$ cat src/rtl/pll_lock_rst_seq.sv
// Lock supervisor and staggered reset / clock-enable sequencer for a PLL clock.
// Ports: clk, reset (sync, active-high), lock_in (raw async PLL LOCK),
//   div_i (per-channel divisor), rst_o / ce_o (per-channel reset and enable),
//   pll_rst_o (PLL reset request), ready_o (all channels released),
//   unlock_cnt_o (saturating count of lock losses after release).
module pll_lock_rst_seq #(
    parameter int N_CH        = 3,
    parameter int DIV_W       = 8,
    parameter int LOCK_FILTER = 16,
    parameter int RST_STAGGER = 4,
    parameter int TIMEOUT     = 1000,
    parameter int PLLRST_LEN  = 8
) (
    input  logic                  clk,
    input  logic                  reset,
    input  logic                  lock_in,
    input  logic [N_CH*DIV_W-1:0] div_i,
    output logic [N_CH-1:0]       rst_o,
    output logic [N_CH-1:0]       ce_o,
    output logic                  pll_rst_o,
    output logic                  ready_o,
    output logic [7:0]            unlock_cnt_o
);

    localparam int FW = $clog2(LOCK_FILTER + 1);
    localparam int SW = $clog2(RST_STAGGER + 1);
    localparam int TW = (TIMEOUT > 0) ? $clog2(TIMEOUT + 1) : 1;
    localparam int PW = $clog2(PLLRST_LEN + 1);
    localparam int CW = $clog2(N_CH + 1);

    localparam logic [FW-1:0] FILT_LAST = FW'(LOCK_FILTER - 1);
    localparam logic [SW-1:0] STAG_LAST = SW'(RST_STAGGER - 1);
    localparam logic [TW-1:0] TMO_LAST  = TW'((TIMEOUT > 0) ? TIMEOUT - 1 : 0);
    localparam logic [PW-1:0] PLS_LAST  = PW'(PLLRST_LEN - 1);
    localparam logic [CW-1:0] CH_LAST   = CW'(N_CH - 1);

    typedef enum logic [2:0] {
        WAIT_LOCK,
        FILTER,
        PLLRST,
        RELEASE,
        RUN
    } state_t;

    state_t state_q, state_d;

    logic lock_m, lock_s;

    logic [FW-1:0]   filt_q, filt_d;
    logic [TW-1:0]   tmo_q, tmo_d;
    logic [PW-1:0]   pcnt_q, pcnt_d;
    logic [SW-1:0]   stag_q, stag_d;
    logic [CW-1:0]   ch_q, ch_d;
    logic [N_CH-1:0] rst_q, rst_d;
    logic            ready_q, ready_d;
    logic            pll_rst_q, pll_rst_d;
    logic [7:0]      unlock_q, unlock_d;
    logic            enter_rel;
    logic            lost;

    always_ff @(posedge clk) begin
        if (reset) begin
            lock_m    <= 1'b0;
            lock_s    <= 1'b0;
            state_q   <= WAIT_LOCK;
            filt_q    <= '0;
            tmo_q     <= '0;
            pcnt_q    <= '0;
            stag_q    <= '0;
            ch_q      <= '0;
            rst_q     <= '1;
            ready_q   <= 1'b0;
            pll_rst_q <= 1'b0;
            unlock_q  <= '0;
        end else begin
            lock_m    <= lock_in;
            lock_s    <= lock_m;
            state_q   <= state_d;
            filt_q    <= filt_d;
            tmo_q     <= tmo_d;
            pcnt_q    <= pcnt_d;
            stag_q    <= stag_d;
            ch_q      <= ch_d;
            rst_q     <= rst_d;
            ready_q   <= ready_d;
            pll_rst_q <= pll_rst_d;
            unlock_q  <= unlock_d;
        end
    end

    // ch_q is the index of the next channel to leave reset.
    always_comb begin
        state_d   = state_q;
        filt_d    = filt_q;
        tmo_d     = tmo_q;
        pcnt_d    = pcnt_q;
        stag_d    = stag_q;
        ch_d      = ch_q;
        rst_d     = rst_q;
        ready_d   = ready_q;
        pll_rst_d = pll_rst_q;
        unlock_d  = unlock_q;
        enter_rel = 1'b0;
        lost      = 1'b0;

        unique case (state_q)
            WAIT_LOCK: begin
                if (lock_s) begin
                    tmo_d = '0;
                    if (LOCK_FILTER == 1) begin
                        enter_rel = 1'b1;
                    end else begin
                        state_d = FILTER;
                        filt_d  = FW'(1);
                    end
                end else if (TIMEOUT != 0) begin
                    if (tmo_q == TMO_LAST) begin
                        state_d   = PLLRST;
                        tmo_d     = '0;
                        pcnt_d    = '0;
                        pll_rst_d = 1'b1;
                    end else begin
                        tmo_d = tmo_q + 1'b1;
                    end
                end
            end
            FILTER: begin
                if (!lock_s) begin
                    state_d = WAIT_LOCK;
                    filt_d  = '0;
                    tmo_d   = '0;
                end else if (filt_q == FILT_LAST) begin
                    enter_rel = 1'b1;
                end else begin
                    filt_d = filt_q + 1'b1;
                end
            end
            PLLRST: begin
                if (pcnt_q == PLS_LAST) begin
                    state_d   = WAIT_LOCK;
                    pll_rst_d = 1'b0;
                    pcnt_d    = '0;
                    tmo_d     = '0;
                end else begin
                    pcnt_d = pcnt_q + 1'b1;
                end
            end
            RELEASE: begin
                if (!lock_s) begin
                    lost = 1'b1;
                end else if (ch_q > CH_LAST) begin
                    state_d = RUN;
                end else if (stag_q == STAG_LAST) begin
                    stag_d = '0;
                    ch_d   = ch_q + 1'b1;
                    for (int i = 1; i < N_CH; i++) begin
                        if (ch_q == CW'(i)) rst_d[i] = 1'b0;
                    end
                    if (ch_q == CH_LAST) begin
                        ready_d = 1'b1;
                        state_d = RUN;
                    end
                end else begin
                    stag_d = stag_q + 1'b1;
                end
            end
            RUN: begin
                if (!lock_s) lost = 1'b1;
            end
            default: state_d = WAIT_LOCK;
        endcase

        if (enter_rel) begin
            state_d  = RELEASE;
            filt_d   = '0;
            stag_d   = '0;
            ch_d     = CW'(1);
            rst_d[0] = 1'b0;
            if (N_CH == 1) ready_d = 1'b1;
        end

        if (lost) begin
            state_d = WAIT_LOCK;
            filt_d  = '0;
            tmo_d   = '0;
            pcnt_d  = '0;
            stag_d  = '0;
            ch_d    = '0;
            rst_d   = '1;
            ready_d = 1'b0;
            if (unlock_q != 8'hFF) unlock_d = unlock_q + 1'b1;
        end
    end

    // Per-channel enable: divisor captured on the release edge only.
    for (genvar i = 0; i < N_CH; i++) begin : g_ch
        logic [DIV_W-1:0] div_ch;
        logic [DIV_W-1:0] d_q;
        logic [DIV_W-1:0] cnt_q;
        logic [DIV_W-1:0] cnt_n;
        logic             ce_q;

        assign div_ch = div_i[i*DIV_W +: DIV_W];
        assign cnt_n  = (cnt_q == d_q - 1'b1) ? '0 : cnt_q + 1'b1;

        always_ff @(posedge clk) begin
            if (reset) begin
                d_q   <= '0;
                cnt_q <= '0;
                ce_q  <= 1'b0;
            end else if (rst_d[i]) begin
                cnt_q <= '0;
                ce_q  <= 1'b0;
            end else if (rst_q[i]) begin
                d_q   <= div_ch;
                cnt_q <= '0;
                ce_q  <= (div_ch <= DIV_W'(1));
            end else if (d_q <= DIV_W'(1)) begin
                cnt_q <= '0;
                ce_q  <= 1'b1;
            end else begin
                cnt_q <= cnt_n;
                ce_q  <= (cnt_n == d_q - 1'b1);
            end
        end

        assign ce_o[i] = ce_q;
    end

    assign rst_o        = rst_q;
    assign pll_rst_o    = pll_rst_q;
    assign ready_o      = ready_q;
    assign unlock_cnt_o = unlock_q;

endmodule

$ cat config.mk
export PLATFORM = sky130hd
export DESIGN_NAME = pll_lock_rst_seq
export DESIGN_NICKNAME = d
export VERILOG_FILES = /design/src/rtl/pll_lock_rst_seq.sv
export SDC_FILE = /design/constraint.sdc
export NUM_CORES = 1
export LEC_CHECK = 0
export BUFFER_PORTS_ARGS = -buffer_cell sky130_fd_sc_hd__buf_2
export CORE_ASPECT_RATIO = 0.5
export CORE_MARGIN = 4
export CORE_UTILIZATION = 65
export CTS_CLUSTER_DIAMETER = 80
export DETAILED_ROUTE_END_ITERATION = 7
export GPL_TIMING_DRIVEN = 0
export HOLD_SLACK_MARGIN = 0.15
export PLACE_DENSITY = 0.95
export SETUP_SLACK_MARGIN = 0.15
export SLEW_MARGIN = 20
export SYNTH_ARGS = -nofsm -noshare
export SYNTH_HDL_FRONTEND = slang
export SYNTH_SLANG_ARGS = --single-unit
$ cat constraint.sdc
create_clock -name clk -period 4.05 [get_ports clk]
set_input_delay 0.405 -clock clk [delete_from_list [all_inputs] [get_ports clk]]
set_output_delay 0.405 -clock clk [all_outputs]
set_load 0.01 [all_outputs]
==> flow_summary.json <==
{
  "status": "complete, no violations",
  "instances_no_fill": 829,
  "rsz0062_at_grt": "no",
  "dp_cells": 816,
  "gr-total-overflow": 0,
  "drive_gt1_share_pct": 10.46,
  "clock.fmax_mhz": 310.4,
  "grtUsageTotal_pct": 28.62,
  "port_buffers": 41,
  "fill_cells": 498,
  "final_max_slew_viol_count": 0,
  "p_int_mw": 1.550,
  "finish.utilization_pct": 76.22,
  "skew_ns": 0.006190,
  "antenna_found_initial": 0,
  "area_growth_pct": 11.57,
  "via_per_inst": 6.351,
  "cts_tree": "built",
  "yosys.area.top_type": "dfxtp_1",
  "cts_max_level": 3,
  "ys_seq_elements": 93,
  "p_sw_share_pct": 24.39,
  "hold_violations": 0,
  "seq_area_frac_synth_pct": 33.23,
  "rr_worst_depth": 11,
  "syn_area_sq_um": 5603,
  "grt_max_degree": 14,
  "syn-num-nets": 708,
  "vias": 5265,
  "diodes": 0,
  "cts.sinks": 93,
  "post-dp-hpwl_um": 9302,
  "place_area_sq_um": 5948,
  "postSynthCellCount": 663,
  "relSlewSlack_pct": 39.30,
  "finalInstanceArea_sq_um": 6251,
  "worst_pin_slew_ns": 0.9071,
  "drv_cap": 0,
  "dr.pass1.iters": 5,
  "setup_viol": 0,
  "path_max_fanout": 8,
  "cts-root-buf": "clkbuf_16",
  "clock_latency_ns": 0.35,
  "peakVddDrop_v": 0.0003268,
  "final.setup.tns_ns": 0,
  "comb_power_share_pct": 9.6,
  "hp-class": "input port to flop",
  "clk_pin_slew_worst_paths_ns": 0.06,
  "period_minus_slack_ns": 3.222,
  "postCtsSetupRepairBufs": 0,
  "cts_resized": 0,
  "p_sw_mw": 0.5000,
  "yosys.area.top_type_share_pct": 33.23,
  "yosys_warnings": 0,
  "clkPwrFrac_pct": 43.7,
  "hold_depth": 2,
  "cp.required_ns": 4.29,
  "cts_buffers": 9,
  "setup_ws_ns": 0.8283,
  "power_frac_seq_pct": 46.6,
  "end_kind": "flop",
  "drtIter0Drc": 512,
  "syn_avg_cell_area_sq_um": 8.451,
  "postCtsHoldBufs": 0,
  "ant_nets": 0,
  "ys_async_sr_fraction_pct": 0,
  "wl_per_cell_um": 17.51,
  "dieArea_sq_um": 10260,
  "die_y_um": 73.65,
  "post-route-period-util_pct": 79.55,
  "gp_congestion": 0.9092,
  "start_kind": "flop",
  "leakage_nw": 2.492,
  "wirelength_um": 14510,
  "drc": 0,
  "dp_worst_setup_slack_ns": 1.010,
  "yosys-top-cells-area": "dfxtp_1 33%, nor2_1 6.6%, xnor2_1 6.1%",
  "ios": 43,
  "synthFlopType": "dfxtp_1",
  "grt_pass1_vias": 5162,
  "cp.arrival_ns": 3.46,
  "row_count": 23,
  "die_x_um": 139.3,
  "fin_nets": 760,
  "initial_core_util_pct": 68.31,
  "grt_first_pass_wirelength_um": 23900,
  "multi_input_area_sq_um": 3545,
  "seq_area_sq_um": 1862,
  "cts.path.max_buffers": 2,
  "powerDensity_nw_per_um2": 327.9,
  "core_sq_um": 8202,
  "synth_edf_count": 0,
  "path_class": "flop to flop",
  "netlist-cell-type-count": 69
}
-- layout make-up --
class,instances,area share (%)
Clock buffer,11,3.883
Clock inverter,2,0.9608
Buffer,27,1.942
Tap cell,112,2.242
Timing Repair Buffer,41,3.283
Multi-Input combinational cell,523,56.71
Sequential cell,93,29.78
Inverter,20,1.201
-- layer usage --
metal	vias up	global-route usage (%)	share of wire, %
met2	272	51.18	49
met4	0	14.53	3.9
met3	69	7.802	7.3
met1	2455	32.16	40
li1	2469	-	-
met5	-	0	0
-- worst paths after layout --
path                        endpoint  slack (ns)                         from
max reg2reg  g_ch[1].ce_q$_SDFF_PP0_        0.83  g_ch[1].d_q[0]$_SDFFE_PP0P_
min reg2reg   stag_q[2]$_SDFFE_PP0P_        0.43       stag_q[2]$_SDFFE_PP0P_
max          g_ch[1].ce_q$_SDFF_PP0_        0.83  g_ch[1].d_q[0]$_SDFFE_PP0P_
min                lock_m$_SDFF_PP0_        0.27                      lock_in
-- cell usage after synthesis (4+ instances only) --
master    number
nor4_1        13
and4_1         5
nor3_1        22
nand4_1       12
or3_1          8
nor2_1        99
nand2b_1       5
dfxtp_1       93
nor3b_1        8
clkbuf_1      21
o211ai_1       6
o21ai_0       11
a21oi_1       31
nor2b_1        8
xor2_1        27
ha_1          18
nand3b_1       7
or2_2          5
xor3_1         4
mux2i_1       21
o21a_1         7
inv_1         20
nand3_1       33
xnor3_1        8
nand2_1       51
and3_1         7
xnor2_1       39
a41oi_1        4
and2_1         6
-- kinds of logic after synthesis --
group | Yosys count | synth area share, %
AOI/OAI and AO/OA | 101 | 12.51
muxes | 22 | 3.953
adders and majority gates | 18 | 4.020
and+or+nand+nor | 304 | 27.56
DFF | 93 | 33.23
xor gates and xnor gates | 78 | 15.23
buffers and inverters | 47 | 3.506
-- per-stage QoR --
stage | hold WS (ns) | total power, mW
after global routing | 0.2619 | 2.109
after global placement | 0.4189 | 1.144
after floorplan | 0.4100 | 1.101
final | 0.2719 | 2.050
after detailed placement | 0.4210 | 1.158
after CTS | 0.2642 | 2.049
-- cell usage in the layout, fill, tap and decap left out, types with 11 or more instances in the layout --
master    instances
nor3_1           22
a21oi_1          31
clkbuf_1         22
xnor2_1          39
nand4_1          12
nor4_1           13
ha_1             18
inv_1            20
nand3_1          33
o21ai_0          11
dfxtp_1          93
nor2_1           99
mux2i_1          21
xor2_1           27
buf_2            42
nand2_1          51
-- critical path: stages (launching register included) --
cell and delay, ns:
dfxtp_1 0.33, clkbuf_1 0.36, inv_1 0.09, ha_1 0.28, xnor2_1 0.41, xor2_1 0.20
and4_1 0.25, and4_1 0.18, clkbuf_1 0.25, o211a_1 0.20, o2111ai_1 0.18, a221oi_2 0.38
-- registers in the layout, summed over array words and instances (netlist names) --
register and count:
g_ch.cnt_q 24, g_ch.d_q 24, tmo_q 10, unlock_cnt_o 8, filt_q 5, pcnt_q 4, g_ch.ce_q 3, rst_o 3
stag_q 3, state_q 3, ch_q 2, lock_m 1, lock_s 1, pll_rst_o 1, ready_o 1
-- power by group through the flow --
| stage | logic (mW) | clock network (mW) | registers, mW |
|---|---|---|---|
| floorplan | 0.132 | 0 | 0.969 |
| global placement | 0.172 | 0 | 0.971 |
| detailed placement | 0.184 | 0 | 0.973 |
| CTS | 0.193 | 0.903 | 0.954 |
| global route | 0.218 | 0.936 | 0.955 |
| finish | 0.198 | 0.896 | 0.956 |
(Power assumes the default switching activity.)
